File: src/rtl/fetch_queue_if.sv
// Fetch queue bus: redirect, Imem request/response and the dispatch-side packet.
// The packet type lives in fetch_queue_pkg so the bench and the design share it.
package fetch_queue_pkg;
  typedef struct packed {
    logic [31:0] inst;
    logic [31:0] pc;
    logic [31:0] npc;
    logic        valid;
  } if_dp_packet_t;
endpackage

interface fetch_queue_if #(
  parameter int FQ_DEPTH = 8
);
  import fetch_queue_pkg::*;
  localparam int CW = $clog2(FQ_DEPTH + 1);

  logic          redirect_valid;
  logic [31:0]   redirect_pc;
  logic          mem_req_valid;
  logic [31:0]   mem_req_addr;
  logic          mem_req_ready;
  logic          mem_resp_valid;
  logic [31:0]   mem_resp_inst;
  logic          dp_ready;
  if_dp_packet_t if_packet;
  logic [CW-1:0] fq_count;
  logic          fetch_halted;

  modport master (
    input  redirect_valid, redirect_pc, mem_req_ready, mem_resp_valid, mem_resp_inst, dp_ready,
    output mem_req_valid, mem_req_addr, if_packet, fq_count, fetch_halted
  );

  modport slave (
    output redirect_valid, redirect_pc, mem_req_ready, mem_resp_valid, mem_resp_inst, dp_ready,
    input  mem_req_valid, mem_req_addr, if_packet, fq_count, fetch_halted
  );
endinterface

File: src/rtl/fetch_queue.sv
// Instruction fetch front end: PC stream, in-order Imem requests, instruction FIFO, redirect flush.
// Optional WFI halt enabled by defining FETCH_HALT_STOP_EN.
module fetch_queue_chk #(
  parameter int FQ_DEPTH        = 8,
  parameter int MAX_OUTSTANDING = 4,
  parameter int CW              = 4,
  parameter int OW              = 3
) (
  input logic          clock,
  input logic          reset,
  input logic          i_push,
  input logic          i_pop,
  input logic [CW-1:0] i_count,
  input logic          i_resp,
  input logic [OW-1:0] i_outstanding
);
  a_no_overflow: assert property (@(posedge clock) disable iff (!reset)
    !(i_push && !i_pop && (i_count == CW'(FQ_DEPTH))));
  a_no_underflow: assert property (@(posedge clock) disable iff (!reset)
    !(i_pop && (i_count == CW'(0))));
  a_resp_expected: assert property (@(posedge clock) disable iff (!reset)
    !(i_resp && (i_outstanding == OW'(0))));
  a_outstanding_bound: assert property (@(posedge clock) disable iff (!reset)
    (32'(i_outstanding) <= 32'(MAX_OUTSTANDING)));
endmodule

module fetch_queue #(
  parameter int          FQ_DEPTH        = 8,
  parameter int          MAX_OUTSTANDING = 4,
  parameter logic [31:0] RESET_PC        = 32'h0
) (
  input logic          clock,
  input logic          reset,
  fetch_queue_if.master bus
);
  localparam int CW = $clog2(FQ_DEPTH + 1);
  localparam int PW = $clog2(FQ_DEPTH);
  localparam int OW = $clog2(MAX_OUTSTANDING + 1);
  localparam int IW = (MAX_OUTSTANDING > 1) ? $clog2(MAX_OUTSTANDING) : 1;
`ifdef FETCH_HALT_STOP_EN
  localparam logic [31:0] WFI_INST = 32'h1050_0073;
`endif

  logic [31:0]   r_fetch_pc;
  logic [31:0]   r_q_inst [FQ_DEPTH];
  logic [31:0]   r_q_pc   [FQ_DEPTH];
  logic [PW-1:0] r_head;
  logic [PW-1:0] r_tail;
  logic [CW-1:0] r_count;
  logic [31:0]   r_if_pc  [MAX_OUTSTANDING];
  logic [IW-1:0] r_if_rd;
  logic [IW-1:0] r_if_wr;
  logic [OW-1:0] r_outstanding;
  logic [OW-1:0] r_discard;
  logic          r_halted;

  logic [31:0]   w_used;
  logic          w_req_valid;
  logic          w_accept;
  logic          w_resp;
  logic          w_push;
  logic          w_pop;
  logic          w_wfi;
  logic          w_pkt_valid;
  logic [OW-1:0] w_resp_left;
  logic [OW-1:0] w_outstanding_nxt;
  logic [OW-1:0] w_discard_nxt;
  logic [CW-1:0] w_count_nxt;
  logic          w_halted_nxt;

  function automatic logic [IW-1:0] next_if_ptr(input logic [IW-1:0] ptr);
    if (ptr == IW'(MAX_OUTSTANDING - 1)) begin
      return IW'(0);
    end else begin
      return ptr + IW'(1);
    end
  endfunction

  // Issue/accept/response decode; credit counts queued plus still-wanted in-flight instructions
  always_comb begin
    w_used      = 32'(r_count) + 32'(r_outstanding) - 32'(r_discard);
    w_req_valid = reset & !bus.redirect_valid & !r_halted
                & (32'(r_outstanding) < 32'(MAX_OUTSTANDING))
                & (w_used < 32'(FQ_DEPTH));
    w_accept    = w_req_valid & bus.mem_req_ready;
    w_resp      = bus.mem_resp_valid;
    w_push      = w_resp & !bus.redirect_valid & (r_discard == OW'(0)) & !r_halted;
    w_pkt_valid = (r_count != CW'(0)) & !bus.redirect_valid;
    w_pop       = w_pkt_valid & bus.dp_ready;
`ifdef FETCH_HALT_STOP_EN
    w_wfi       = w_push & (bus.mem_resp_inst == WFI_INST);
`else
    w_wfi       = 1'b0;
`endif
  end

  // Next-state for counters and the halt flag
  always_comb begin
    w_outstanding_nxt = r_outstanding;
    w_resp_left       = r_outstanding;
    w_discard_nxt     = r_discard;
    w_count_nxt       = r_count;
    w_halted_nxt      = r_halted;

    if (w_accept && !w_resp) begin
      w_outstanding_nxt = r_outstanding + OW'(1);
    end else if (!w_accept && w_resp) begin
      w_outstanding_nxt = r_outstanding - OW'(1);
    end else begin
      w_outstanding_nxt = r_outstanding;
    end

    if (w_resp) begin
      w_resp_left = r_outstanding - OW'(1);
    end else begin
      w_resp_left = r_outstanding;
    end

    // After a redirect or WFI, everything still in flight belongs to the dead path
    if (bus.redirect_valid) begin
      w_discard_nxt = w_resp_left;
    end else if (w_wfi) begin
      w_discard_nxt = w_outstanding_nxt;
    end else if (w_resp && (r_discard != OW'(0))) begin
      w_discard_nxt = r_discard - OW'(1);
    end else begin
      w_discard_nxt = r_discard;
    end

    if (bus.redirect_valid) begin
      w_count_nxt = CW'(0);
    end else if (w_push && !w_pop) begin
      w_count_nxt = r_count + CW'(1);
    end else if (!w_push && w_pop) begin
      w_count_nxt = r_count - CW'(1);
    end else begin
      w_count_nxt = r_count;
    end

    if (bus.redirect_valid) begin
      w_halted_nxt = 1'b0;
    end else if (w_wfi) begin
      w_halted_nxt = 1'b1;
    end else begin
      w_halted_nxt = r_halted;
    end
  end

  // Control state: PC, pointers, counters
  always_ff @(posedge clock or negedge reset) begin
    if (!reset) begin
      r_fetch_pc    <= RESET_PC;
      r_head        <= PW'(0);
      r_tail        <= PW'(0);
      r_count       <= CW'(0);
      r_if_rd       <= IW'(0);
      r_if_wr       <= IW'(0);
      r_outstanding <= OW'(0);
      r_discard     <= OW'(0);
      r_halted      <= 1'b0;
    end else begin
      r_outstanding <= w_outstanding_nxt;
      r_discard     <= w_discard_nxt;
      r_count       <= w_count_nxt;
      r_halted      <= w_halted_nxt;

      if (bus.redirect_valid) begin
        r_fetch_pc <= bus.redirect_pc;
      end else if (w_accept) begin
        r_fetch_pc <= r_fetch_pc + 32'd4;
      end else begin
        r_fetch_pc <= r_fetch_pc;
      end

      if (bus.redirect_valid) begin
        r_head <= PW'(0);
        r_tail <= PW'(0);
      end else begin
        r_head <= w_pop  ? (r_head + PW'(1)) : r_head;
        r_tail <= w_push ? (r_tail + PW'(1)) : r_tail;
      end

      // The in-flight PC FIFO tracks every response, discarded or not
      r_if_wr <= w_accept ? next_if_ptr(r_if_wr) : r_if_wr;
      r_if_rd <= w_resp   ? next_if_ptr(r_if_rd) : r_if_rd;
    end
  end

  // Data storage for the instruction queue and in-flight PCs
  always_ff @(posedge clock) begin
    if (w_push) begin
      r_q_inst[r_tail] <= bus.mem_resp_inst;
      r_q_pc[r_tail]   <= r_if_pc[r_if_rd];
    end else begin
      r_q_inst[r_tail] <= r_q_inst[r_tail];
      r_q_pc[r_tail]   <= r_q_pc[r_tail];
    end
    if (w_accept) begin
      r_if_pc[r_if_wr] <= r_fetch_pc;
    end else begin
      r_if_pc[r_if_wr] <= r_if_pc[r_if_wr];
    end
  end

  assign bus.mem_req_valid = w_req_valid;
  assign bus.mem_req_addr  = r_fetch_pc;
  assign bus.if_packet     = {r_q_inst[r_head], r_q_pc[r_head], r_q_pc[r_head] + 32'd4, w_pkt_valid};
  assign bus.fq_count      = r_count;
`ifdef FETCH_HALT_STOP_EN
  assign bus.fetch_halted  = r_halted;
`else
  assign bus.fetch_halted  = 1'b0;
`endif

  fetch_queue_chk #(
    .FQ_DEPTH       (FQ_DEPTH),
    .MAX_OUTSTANDING(MAX_OUTSTANDING),
    .CW             (CW),
    .OW             (OW)
  ) u_chk (
    .clock        (clock),
    .reset        (reset),
    .i_push       (w_push),
    .i_pop        (w_pop),
    .i_count      (r_count),
    .i_resp       (w_resp),
    .i_outstanding(r_outstanding)
  );
endmodule

File: src/flat_wrapper.sv
// flat-port wrapper written by rule: the top's interface ports become plain ports
module fetch_queue_flat 
#(
  parameter int          FQ_DEPTH        = 8,
  parameter int          MAX_OUTSTANDING = 4,
  parameter logic [31:0] RESET_PC        = 32'h0
)
  (clock, reset, bus_redirect_valid, bus_redirect_pc, bus_mem_req_ready, bus_mem_resp_valid, bus_mem_resp_inst, bus_dp_ready, bus_mem_req_valid, bus_mem_req_addr, bus_if_packet, bus_fq_count, bus_fetch_halted);
  fetch_queue_if #(.FQ_DEPTH(FQ_DEPTH)) bus_i ();
  input logic clock;
  input logic reset;
  input wire logic [$bits(bus_i.redirect_valid)-1:0] bus_redirect_valid;
  input wire logic [$bits(bus_i.redirect_pc)-1:0] bus_redirect_pc;
  input wire logic [$bits(bus_i.mem_req_ready)-1:0] bus_mem_req_ready;
  input wire logic [$bits(bus_i.mem_resp_valid)-1:0] bus_mem_resp_valid;
  input wire logic [$bits(bus_i.mem_resp_inst)-1:0] bus_mem_resp_inst;
  input wire logic [$bits(bus_i.dp_ready)-1:0] bus_dp_ready;
  output wire logic [$bits(bus_i.mem_req_valid)-1:0] bus_mem_req_valid;
  output wire logic [$bits(bus_i.mem_req_addr)-1:0] bus_mem_req_addr;
  output wire logic [$bits(bus_i.if_packet)-1:0] bus_if_packet;
  output wire logic [$bits(bus_i.fq_count)-1:0] bus_fq_count;
  output wire logic [$bits(bus_i.fetch_halted)-1:0] bus_fetch_halted;
  assign bus_i.redirect_valid = bus_redirect_valid;
  assign bus_i.redirect_pc = bus_redirect_pc;
  assign bus_i.mem_req_ready = bus_mem_req_ready;
  assign bus_i.mem_resp_valid = bus_mem_resp_valid;
  assign bus_i.mem_resp_inst = bus_mem_resp_inst;
  assign bus_i.dp_ready = bus_dp_ready;
  assign bus_mem_req_valid = bus_i.mem_req_valid;
  assign bus_mem_req_addr = bus_i.mem_req_addr;
  assign bus_if_packet = bus_i.if_packet;
  assign bus_fq_count = bus_i.fq_count;
  assign bus_fetch_halted = bus_i.fetch_halted;
  fetch_queue #(.FQ_DEPTH(FQ_DEPTH), .MAX_OUTSTANDING(MAX_OUTSTANDING), .RESET_PC(RESET_PC)) u_core (.clock(clock), .reset(reset), .bus(bus_i));
endmodule
File: config.mk
export PLATFORM = sky130hd
export DESIGN_NAME = fetch_queue_flat
export DESIGN_NICKNAME = d
export VERILOG_FILES = /design/src/rtl/fetch_queue_if.sv /design/src/rtl/fetch_queue.sv /design/src/flat_wrapper.sv
export SDC_FILE = /design/constraint.sdc
export NUM_CORES = 1
export LEC_CHECK = 0
export BUFFER_PORTS_ARGS = -buffer_cell sky130_fd_sc_hd__buf_2
export CAP_MARGIN = 10
export CORE_ASPECT_RATIO = 1.4
export CORE_UTILIZATION = 40
export DETAILED_ROUTE_END_ITERATION = 6
export HOLD_SLACK_MARGIN = 0.1
export PLACE_DENSITY = 0.69
export SLEW_MARGIN = 0
export SYNTH_ARGS = -nofsm -noshare
export SYNTH_HDL_FRONTEND = slang
export SYNTH_SLANG_ARGS = --single-unit
export TNS_END_PERCENT = 20
File: constraint.sdc
create_clock -name clock -period 5.9 [get_ports clock]
set_input_delay 1.18 -clock clock [delete_from_list [all_inputs] [get_ports clock]]
set_output_delay 1.18 -clock clock [all_outputs]
set_load 0.01 [all_outputs]
---- Word level (Yosys, flattened, before mapping) ----
Memory sizes are Yosys's and may differ from the RTL's.
Cells that the tools add are included.
Widths: inputs -> output; s select.
word-level totals
  memories ................................ 3
  logic and storage cells ................. 87
  memory bits (writable) .................. 640
  output and inout bits ................... 135
  bits in registers ....................... 52
cells by class
  equal/unequal tests ..................... 4
  order comparisons ....................... 2
  bitwise logic cells ..................... 11
  multiplexer cells ....................... 25
  reduce and logical (&&, ||, !) cells .... 21
  $add $sub $neg .......................... 13
memories
  memory           depth  bits a word  rd ports  clocked after memory_dff  wr ports  RTL line           source
  u_core.r_q_inst  8      32           1         0                         1         fetch_queue.sv:45  logic [31:0] r_q_inst [FQ_DEPTH];
  u_core.r_q_pc    8      32           1         0                         1         fetch_queue.sv:46  logic [31:0] r_q_pc [FQ_DEPTH];
  u_core.r_if_pc   4      32           1         0                         1         fetch_queue.sv:50  logic [31:0] r_if_pc [MAX_OUTSTANDING];
operator list
  kind                   number
  $mux 32                5
  $add 32x3->32 const B  2
  $lt 32x4->1 const B    1
  $sub 32x3->32          1
  $mux 3                 9
  $mux 4                 3
  $reduce_bool 2->1      5
  $add 3x1->3 const B    3
  $and 1x1->1            8
  $mux 1                 6
  $reduce_bool 3->1      2
  $sub 3x1->3 const B    2
  $add 4x3->5            1
  $logic_and 1x1->1      5
  $logic_not 1->1        5
  $add 2x1->2 const B    2
  $add 4x1->4 const B    1
  $eq 2x2->1 const B     2
  $mux 2                 2
  $reduce_and 2->1       2
  $reduce_bool 4->1      1
  $sub 4x1->4 const B    1
  $logic_not 3->1        1
  $lt 3x3->1 const B     1
  2 further kinds        5

---- Logic depth before layout (Yosys ltp) ----
Gate-level depths: netlist of run 1.
  depth in word-level cells ............... 9
  gate-level depth with buffers ........... 18
  depth with buffers taken out ............ 15

---- Worst setup path before layout of run 1 ----
OpenSTA, ideal clock, no wires.
  path type ............................... input to register
  from .................................... in bus_redirect_valid
  to ...................................... mem u_core.r_q_inst[1][0], enable pin
  path slack .............................. -0.781 ns
  library setup time ...................... 0.565 ns
  arrival time ............................ 6.116 ns
  cell stages on the path ................. 5
  path buffers ............................ 2
  path through ............................ buf_2 > clkbuf_1 > nor2_1 > nand2_1 > nor3_1
on the way
  word-level cells in the longest chain between the ends .. 6
  elaborated cells between the ends (all ways) .. 8
  those cells by class .................... mux: 3; bitwise: 3; reduce/logical: 2
ends and longest elaborated chain
  what                                                                     RTL line                                source
  start, declared                                                          flat_wrapper.sv:12                      input wire logic [$bits(bus_i.redirect_valid)-1:0] bus_redirect_valid;
  $logic_not 1->1 *                                                        fetch_queue.sv:87                       w_push = w_resp & !bus.redirect_valid & (r_discard == OW'(0)) & !r_halted;
  $and 1x1->1 * (2 in series)                                              fetch_queue.sv:87
  $mux 1, on equally long branches                                         fetch_queue.sv:191, fetch_queue.sv:195
  $mux 1 (not written as such) / $reduce_and 2->1 (equally long branches)  n/a
  $or 1x1->1 (no line) *                                                   n/a
  end, declared                                                            fetch_queue.sv:45
Every way passes the cells marked *; elsewhere a longest branch is shown, timed or not.

---- Worst setup path after layout of run 1 ----
  from .................................... reg u_core.r_head[0]
  to ...................................... out bus_if_packet[27]
on the way
  word-level cells in the longest chain between the ends .. 2
ends and longest elaborated chain
  what                    RTL line            source
  start, declared         fetch_queue.sv:47   logic [PW-1:0] r_head;
  start signal, assigned  fetch_queue.sv:179  r_head <= w_pop ? (r_head + PW'(1)) : r_head;
  $mem_v2 8x32            n/a
  $add 32x3->32           fetch_queue.sv:207  assign bus.if_packet = {r_q_inst[r_head], r_q_pc[r_head], r_q_pc[r_head] + 32'd4, w_pkt_valid};
  end, declared           flat_wrapper.sv:20  output wire logic [$bits(bus_i.if_packet)-1:0] bus_if_packet;
No other way between the ends.

==> results of run 1 <==
-- final timing paths --
| path | startpoint | endpoint | slack [ps] |
|---|---|---|---|
| setup / recovery | u_core.r_head[0] | bus_if_packet[27] | 840 |
| hold / removal | reset | u_core.bus.mem_req_addr[1] | 510 |
| setup reg to reg | u_core.bus.fq_count[0] | u_core.r_if_pc[2][10] | 1340 |
| hold reg to reg | u_core.r_outstanding[0] | u_core.r_outstanding[0] | 580 |
| max in group asynchronous | reset | u_core.r_head[1] | 4450 |
| min in group clock | u_core.r_outstanding[0] | u_core.r_outstanding[0] | 580 |
-- worst register-to-register path: stages (launching register included) --
cell	delay, ps
dfrtp_1	460
ha_1	270
fa_1	400
xor2_1	180
ha_1	270
a21o_1	160
nor2_1	60
ha_1	170
nor2_1	110
and4_1	380
nand3_1	460
inv_1	640
and2_1	220
buf_4	420
-- logic make-up (layout without fill, tap and decap cells) --
| logic type | Yosys count | count (layout) | synth area share |
|---|---|---|---|
| simple gates | 205 | 205 | 0.0414 |
| mux | 231 | 231 | 0.163 |
| flops | 692 | 692 | 0.731 |
| other cells | 1 | 1 | 0.000134 |
| buf+inv | 96 | 389 | 0.0201 |
| fa+ha+maj | 24 | 24 | 0.0112 |
| xor+xnor | 52 | 52 | 0.0165 |
| compound gates | 75 | 75 | 0.0171 |
-- cell usage in the layout (no fill, tap or decap), types with 11 or more instances in the layout --
master	count
a21oi_1	18
buf_2	203
buf_4	19
clkbuf_1	14
clkbuf_16	70
clkinv_1	17
dfrtp_1	48
edfxtp_1	640
ha_1	22
inv_1	29
mux2_2	57
mux4_1	33
mux4_2	127
nand2_1	49
nand3_1	26
nand4_1	13
nor2_1	35
nor4_1	11
o21ai_0	23
xnor2_1	31
xor2_1	20
-- power by group --
| group | switching [W] | internal [W] | total, W |
|---|---|---|---|
| clock network | 0.00184 | 0.00253 | 0.00437 |
| logic | 0.00140 | 0.000999 | 0.00240 |
| registers | 0.000203 | 0.00579 | 0.00599 |
| total | 0.00344 | 0.00932 | 0.0128 |
-- area by class of cell --
type	instances	area (µm²)
Inverter	33	125
Multi-Input combinational cell	588	7060
Tap cell	928	1160
Clock inverter	40	458
Clock buffer	85	1820
Timing Repair Buffer	231	1330
Fill cell	5722	36700
Sequential cell	692	20500
-- flip-flops by register name, summed over array words and instances (netlist names) --
name                     flops
u_core.r_if_rd               2
u_core.r_head                3
u_core.r_if_wr               2
u_core.r_if_pc             128
u_core.r_tail                3
u_core.bus.fq_count          4
u_core.r_outstanding         3
u_core.r_q_pc              256
u_core.r_discard             3
u_core.r_q_inst            256
u_core.bus.mem_req_addr     32
-- per-stage QoR --
stage / hold WS (ps) / cell area (µm²)
after global placement: 541 / 30200
after floorplan: 498 / 28100
after global routing: 515 / 32500
after detailed placement: 568 / 30200
final: 513 / 32500
after CTS: 484 / 32500
-- layer usage --
layer	vias up	track usage	routed length, µm
li1	6106	-	-
met1	7116	0.213	24300
met2	402	0.297	30800
met3	83	0.0287	3160
met4	0	0.0640	1510
met5	-	0	0
==> results_dict.tcl, run 1 <==
set metrics [dict create \
    gp_congestion 0.819 \
    final-max-slew-violation-count 0 \
    fp.coreArea_um2 69200 \
    first_iter_violations 996 \
    synth_area_leaders "edfxtp_1 68%, mux4_2 10%, dfrtp_1 4.6%, mux4_1 3.1%, mux2_2 2.3%" \
    synthArstFlopShare 0.0751 \
    numClockSinks 692 \
    grt_max_degree 65 \
    max_freq_mhz 198 \
    crit_buf_inv 2 \
    p_leak_nw 10.8 \
    critPathKind "flip-flop to output pin" \
    hold_class "input pin to async pin" \
    dpl.hpwl_um 36600 \
    cts_max_level 3 \
    relSlewSlack 0.423 \
    nets 1708 \
    synth_cells 1376 \
    crit_fanout 55 \
    fin_cells 2597 \
    vias_per_cell 5.28 \
    ys_seq_elements 692 \
    cp.depth 9 \
    crit_family "simple AND/OR/NAND/NOR gates" \
    numCtsBuffers 68 \
    antenna_found_initial 0 \
    synth_fp_nets 1470 \
    outcome "completed" \
    pre_cts_ws_ps 1300 \
    die_w_um 226 \
    crit_arrival_ps 3880 \
    drv_cap 0 \
    clock_skew_ps 29.8 \
    remaining_drc_errors 0 \
    crit_chain "buf_12 -> mux4_1 -> mux2_2 -> nand3_2 -> nor4_4 -> nand2_1 -> nor3b_2 -> xor2_1 -> buf_2" \
    ctsResizeCount 0 \
    port_buffers 203 \
    ys_warn_count 0 \
    rsz0062_at_grt "no" \
    ios 205 \
    area.growth.synth_to_final_pct 15.7 \
    synth_top_area_share 0.684 \
    finalSetupViolCount 0 \
    slowest_delay_ps 950 \
    yosysTopAreaCell "edfxtp_1" \
    postCtsSetupBuffers 0 \
    period_share 0.858 \
    hold_viol 0 \
    grt_pass1_wl_um 89200 \
    finalWirelength_um 59800 \
    ant_nets 0 \
    die_y_um 315 \
    tightest_slew_ps 866 \
    ys_seq_area_frac 0.731 \
    synthTopCellsByCount "640 x edfxtp_1, 127 x mux4_2, 57 x mux2_2, 52 x dfrtp_1, 49 x nand2_1" \
    synth.distinct_cells 70 \
    clockBufferDepth 3 \
    cts-root-buf "clkbuf_16" \
    cts_tree "done" \
    grt_pass1_vias 14383 \
    dr.pass1.iters 5 \
    cts_hold_buf 0 \
    reg2reg_depth 13 \
    finalWorstSetupSlack_ps 840 \
    rows 114 \
    routed-via-count 13707 \
    placed_cells 2471 \
    layout-drive-gt1-share 0.331 \
    postLayoutCoreUtil 0.470 \
    start_kind "flip-flop" \
    worstPathRequired_ps 4720 \
    ys.flop_type "edfxtp_1" \
    yosysMostFrequentCell "edfxtp_1" \
    finalSetupTns_ps 0 \
    ir_drop_mv 0.272 \
    clock_latency_ps 610 \
    grt_usage 0.170 \
    grt_overflow 0 \
    die-area_um2 71300 \
    wire_per_inst_um 23.0 \
    synth.avg_cell_area_um2 20.4 \
    cts.reportedPaths.clkPinSlew_ps 60 \
    antenna_cells 0 \
    crit_path_end_kind "output pin" \
    p_per_area_nw_per_um2 393 \
    finalCriticalPeriod_ps 5060 \
    finalPower_w 0.0128 \
    slowest_stage "dfrtp_4" \
    netlist_area_um2 28100 \
    synth_edf_count 640 \
    start_util 0.406 \
]
No activity file was read; power rests on OpenSTA's default activity.
==> run 2, diff against run 1 <==
--- a/config.mk
+++ b/config.mk
@@ -11,7 +11,7 @@
 export CORE_UTILIZATION = 40
 export DETAILED_ROUTE_END_ITERATION = 6
 export HOLD_SLACK_MARGIN = 0.1
-export PLACE_DENSITY = 0.69
+export PLACE_DENSITY = 0.56
 export SLEW_MARGIN = 0
 export SYNTH_ARGS = -nofsm -noshare
 export SYNTH_HDL_FRONTEND = slang
==> constraint.sdc (replaced) <==
create_clock -name clock -period 4.3 [get_ports clock]
set_input_delay 0.86 -clock clock [delete_from_list [all_inputs] [get_ports clock]]
set_output_delay 0.86 -clock clock [all_outputs]
set_load 0.01 [all_outputs]
==> results_dict.tcl, run 2 (synthesized netlist as in run 1, its figures left out) <==
set metrics [dict create \
    outcome "completed" \
    p_per_area_nw_per_um2 533 \
    wire_per_inst_um 23.7 \
    die-area_um2 71300 \
    hold_viol 0 \
    grt_overflow 0 \
    rows 114 \
    cts_max_level 3 \
    rsz0062_at_grt "yes" \
    reg_top3 "u_core.r_q_inst (256), u_core.r_q_pc (256), u_core.r_if_pc (128)" \
    wl_met1_um 25300 \
    max_freq_mhz 239 \
    clock_skew_ps 30.9 \
    vias_per_cell 5.26 \
    period_share 0.973 \
    grt_usage 0.178 \
    crit_chain "buf_4 -> buf_4 -> mux4_1 -> mux2_4 -> and4_4 -> buf_4 -> inv_1 -> nor2_1 -> nand2_1 -> xnor2_1 -> buf_2" \
    post_dp_cell_area_um2 30400 \
    wl_met2_um 32400 \
    grt_max_degree 65 \
    finalSetupViolCount 0 \
    grt_pass1_wl_um 92900 \
    dpl.hpwl_um 38000 \
    top_layer "met4" \
    start_kind "flip-flop" \
    whs_path_depth 3 \
    drv_cap 0 \
    reg2reg_slack_ps 750 \
    fp.coreArea_um2 69200 \
    dr.pass1.iters 5 \
    first_iter_violations 933 \
    port_buffers 203 \
    finalCriticalPeriod_ps 4180 \
    clock_latency_ps 600 \
    clockBufferDepth 3 \
    crit_fanout 6 \
    crit_arrival_ps 3320 \
    cts-root-buf "clkbuf_16" \
    r2r_end "u_core.r_if_pc[1][27]" \
    crit_path_end_kind "output pin" \
    reg2reg_depth 13 \
    die_w_um 226 \
    hold_class "input pin to flip-flop" \
    start_util 0.406 \
    nets 1747 \
    relSlewSlack 0.418 \
    post-route-cell-area_um2 32900 \
    layout-drive-gt1-share 0.347 \
    antenna_found_initial 1 \
    ios 205 \
    routed-via-count 13860 \
    critPathKind "flip-flop to output pin" \
    postLayoutCoreUtil 0.476 \
    finalWirelength_um 62600 \
    slowest_delay_ps 520 \
    tightest_slew_ps 873 \
    cts_tree "done" \
    slowest_stage "dfrtp_4" \
    ir_drop_mv 0.584 \
    p_leak_nw 11.0 \
    r2r_start "u_core.bus.fq_count[0]" \
    gp_congestion 0.829 \
    die_y_um 315 \
    final_common_cell "edfxtp_1" \
    hp-start "bus_redirect_pc[10]" \
    min_to "u_core.bus.mem_req_addr[10]" \
    ant_nets 0 \
    remaining_drc_errors 0 \
    fillCellCount 5772 \
    dr_wl_met3_um 2860 \
    grt_pass1_vias 14703 \
    worstPathRequired_ps 3440 \
    area.growth.synth_to_final_pct 17.2 \
    cts.reportedPaths.clkPinSlew_ps 60 \
    final_cell_mix "640 x edfxtp_1, 202 x buf_2, 127 x mux4_2, 73 x clkbuf_16, 52 x mux2_2" \
    numClockSinks 692 \
    final-max-slew-violation-count 0 \
    crit_top_cell "buf_4" \
    numCtsBuffers 70 \
]
-- run 2: cell count changes in the layout (fill, tap and decap cells not counted), moves of 3 or more --
cell	delta
buf_4	+24
buf_12	+11
bufinv_16	-3
clkbuf_16	+3
clkinv_1	+5
mux2_4	+5
mux2_2	-5
inv_6	-3
-- run 2: per-stage QoR --
step	total power [W]	hold WS, ps	setup slack (ps)	TNS [ps]	std cells
6_report	0.0175	468	118	0	2635
5_1_grt	0.0183	472	-12.6	-19.5	2634
4_1_cts	0.0177	435	4.79	0	2617
3_5_place_dp	0.0119	558	349	0	2484
3_3_place_gp	0.0118	553	398	0	2484
2_1_floorplan	0.0106	498	-433	-166480	1376
-- run 2: worst max-delay path, delay by kind of cell, from the launching register on --
family | cells | cell delay, ps
and+or+nand+nor | 3 | 660
muxes | 2 | 510
xor gates and xnor gates | 1 | 360
buffers and inverters | 5 | 690
DFF | 1 | 520
-- run 2: worst max path at each step --
stage                        startpoint                     to  slack, ps  cells past startpoint
global placement       u_core.r_head[1]      bus_if_packet[32]        400                      9
CTS                    u_core.r_head[0]      bus_if_packet[32]          5                      9
detailed placement     u_core.r_head[1]      bus_if_packet[32]        350                      9
floorplan           u_core.r_discard[0]  u_core.r_q_inst[6][0]       -430                      6
global route           u_core.r_head[0]      bus_if_packet[28]        -10                     11
finish                 u_core.r_head[0]      bus_if_packet[12]        120                     11
-- run 2: power by group --
group          internal (W)  total, W  switching, W
clock network       0.00336   0.00579       0.00243
registers           0.00794   0.00826      0.000320
logic               0.00150   0.00349       0.00199
-- run 2: metal layers --
layer | track usage | vias up
met4 | 0.0699 | 0
met3 | 0.0303 | 94
met2 | 0.313 | 354
met5 | 0 | -
li1 | - | 6189
met1 | 0.219 | 7223
-- run 2: repair_timing --
item                                    in CTS  in global routing
resized for setup                            4                 12
pin swaps                                    3                  5
endpoints found under the setup margin       9                 10
setup buffers                                8                 16
hold buffers                                 1                  0
hold endpoints to repair                     3                  0
-- run 2: layout make-up --
type,count,area [µm²],share of cell area
well taps,928,1160,0.0353
flip-flops and latches,692,20500,0.624
clock buffers,87,1900,0.0577
repair buffers,268,1790,0.0544
clock inverters,37,273,0.00829
inverters,33,125,0.00380
diodes,2,5.00,0.000152
multi-input cells,588,7110,0.216
==> run 3, diff against run 2 <==
--- a/config.mk
+++ b/config.mk
@@ -5,6 +5,7 @@
 export SDC_FILE = /design/constraint.sdc
 export NUM_CORES = 1
 export LEC_CHECK = 0
+export ABC_AREA = 1
 export BUFFER_PORTS_ARGS = -buffer_cell sky130_fd_sc_hd__buf_2
 export CAP_MARGIN = 10
 export CORE_ASPECT_RATIO = 1.4
==> results_dict.tcl, run 3 <==
set metrics [dict create \
    outcome "completed" \
    final_common_cell "edfxtp_1" \
    finalSetupViolCount 0 \
    synth_fp_nets 2973 \
    pre_cts_ws_ps 567 \
    synth.distinct_cells 37 \
    gp_congestion 0.932 \
    use_met1 0.245 \
    layout-drive-gt1-share 0.137 \
    grt_max_degree 120 \
    clock_latency_ps 620 \
    synth_top_area_share 0.632 \
    hold_viol 0 \
    grt-busiest-layer "met2" \
    synth_cells 2879 \
    rsz0062_at_grt "no" \
    critPathKind "flip-flop to output pin" \
    yosysTopAreaCell "edfxtp_1" \
    period_share 0.962 \
    yosysMostFrequentCell "edfxtp_1" \
    whs_path_depth 3 \
    synth_area_leaders "edfxtp_1 63%, nand2_1 7.7%, nor2_1 5.1%, dfrtp_1 4.3%, o21ai_0 4.0%" \
    holdWs_ps 447 \
    nets 3166 \
    port_buffers 203 \
    remaining_drc_errors 0 \
    final-max-slew-violation-count 0 \
    reg_top3 "u_core.r_q_inst (256), u_core.r_q_pc (256), u_core.r_if_pc (128)" \
    dpl.hpwl_um 48600 \
    die_w_um 235 \
    grt_usage 0.203 \
    first_iter_violations 1391 \
    cts_max_level 3 \
    reg2reg_depth 15 \
    ys.flop_type "edfxtp_1" \
    crit_fanout 48 \
    final_cell_mix "640 x edfxtp_1, 622 x nand2_1, 403 x nor2_1, 281 x inv_1, 242 x o21ai_0" \
    finalWorstSetupSlack_ps 164 \
    ios 205 \
    wire_per_inst_um 19.1 \
    crit_path_end_kind "output pin" \
    fin_cells 4097 \
    fp.coreArea_um2 75200 \
    cts.reportedPaths.clkPinSlew_ps 60 \
    grt_overflow 0 \
    rows 119 \
    relSlewSlack 0.274 \
    tightest_slew_ps 1090 \
    numClockSinks 692 \
    die_y_um 328 \
    cts-root-buf "clkbuf_16" \
    crit_arrival_ps 3280 \
    ant_nets 0 \
    synthTopCellsByCount "640 x edfxtp_1, 622 x nand2_1, 413 x nor2_1, 281 x inv_1, 242 x o21ai_0" \
    ir_drop_mv 0.354 \
    grt_pass1_vias 20571 \
    p_leak_nw 13.8 \
    placed_cells 3964 \
    start_util 0.404 \
    ys_seq_area_frac 0.675 \
    dr.pass1.iters 5 \
    cts_hold_buf 0 \
    vias_per_cell 5.13 \
    synthArstFlopShare 0.0751 \
    fillCellCount 6806 \
    routed-via-count 21019 \
    grt_pass1_wl_um 120000 \
    use_met2 0.363 \
    clockBufferDepth 3 \
    ys_seq_elements 692 \
    finalWirelength_um 78400 \
    p_per_area_nw_per_um2 584 \
    max_freq_mhz 242 \
    hold_class "input pin to flip-flop" \
    cts_tree "done" \
    numCtsBuffers 69 \
    worstPathRequired_ps 3440 \
    drv_cap 0 \
    die-area_um2 77100 \
    ys_warn_count 0 \
    antenna_found_initial 1 \
    finalCriticalPeriod_ps 4140 \
    synth.avg_cell_area_um2 10.6 \
    netlist_area_um2 30400 \
    clock_skew_ps 24.3 \
    start_kind "flip-flop" \
    use_met3 0.0254 \
    area.growth.synth_to_final_pct 15.8 \
    synth_edf_count 640 \
]
## run 3: power breakdown
group          total [W]  switching, W  internal (W)
Clock            0.00625       0.00255       0.00370
Combinational    0.00590       0.00414       0.00176
Sequential       0.00841      0.000305       0.00811
## run 3: cells by family (layout without fill, tap and decap cells)
family                   after synthesis  count (layout)  share of synthesized area
AND/OR/NAND/NOR                     1326            1326                      0.178
flip-flops                           692             692                      0.675
buffers and inverters                432             680                     0.0590
AO/OA/AOI/OAI                        356             356                     0.0632
XOR/XNOR                              47              47                     0.0135
adder cells (fa/ha/maj)               24              24                     0.0104
other                                  1               3                   0.000123
multiplexers                           1               1                   0.000370
## run 3: final cells by class
| type | count | area, µm² | area share |
|---|---|---|---|
| tap | 968 | 1210 | 0.0344 |
| clock inverter | 39 | 483 | 0.0137 |
| sequential | 692 | 20500 | 0.583 |
| antenna | 2 | 5.00 | 0.000142 |
| inverter | 289 | 1110 | 0.0315 |
| multi-input combinational | 1755 | 8170 | 0.232 |
| timing repair buffer | 265 | 1830 | 0.0519 |
| clock buffer | 87 | 1870 | 0.0530 |
## run 3: per-layer routing
layer	wire length, µm	share of wire
met1	32100	0.41
met2	40100	0.51
met3	3340	0.043
met4	2870	0.037
met5	0	0
## run 3: worst paths after layout
check                                        from                           to  slack [ps]
hold reg to reg               u_core.r_discard[0]          u_core.r_discard[0]         570
hold / removal                 bus_redirect_pc[0]   u_core.bus.mem_req_addr[0]         450
setup / recovery                 u_core.r_head[1]            bus_if_packet[33]         160
setup reg to reg           u_core.bus.fq_count[0]        u_core.r_if_pc[1][15]         670
max in group asynchronous                   reset             u_core.r_head[1]        3230
min in group asynchronous                   reset  u_core.bus.mem_req_addr[20]         490
## run 3: repair_timing
action,in CTS,in global routing
buffers inserted,0,4
setup endpoints to repair,35,29
gates cloned,0,1
gates resized for setup,4,13
## run 3: worst max-delay path, stage by stage (launching register included)
cell and delay (ps):
dfrtp_4 500, buf_4 550, buf_4 570, o21ai_0 170, o22ai_1 180, nor2_1 60, a31oi_1 390, buf_2 230
## run 3: per-stage QoR
stage / power [W] / area (µm²) / setup TNS, ps / util
floorplan: 0.0122 / 30400 / -169940 / -
global placement: 0.0143 / 32700 / 0 / 0.435
detailed placement: 0.0144 / 32700 / 0 / 0.435
CTS: 0.0207 / 35100 / 0 / 0.467
global route: 0.0216 / 35200 / 0 / 0.468
finish: 0.0206 / 35200 / 0 / 0.468
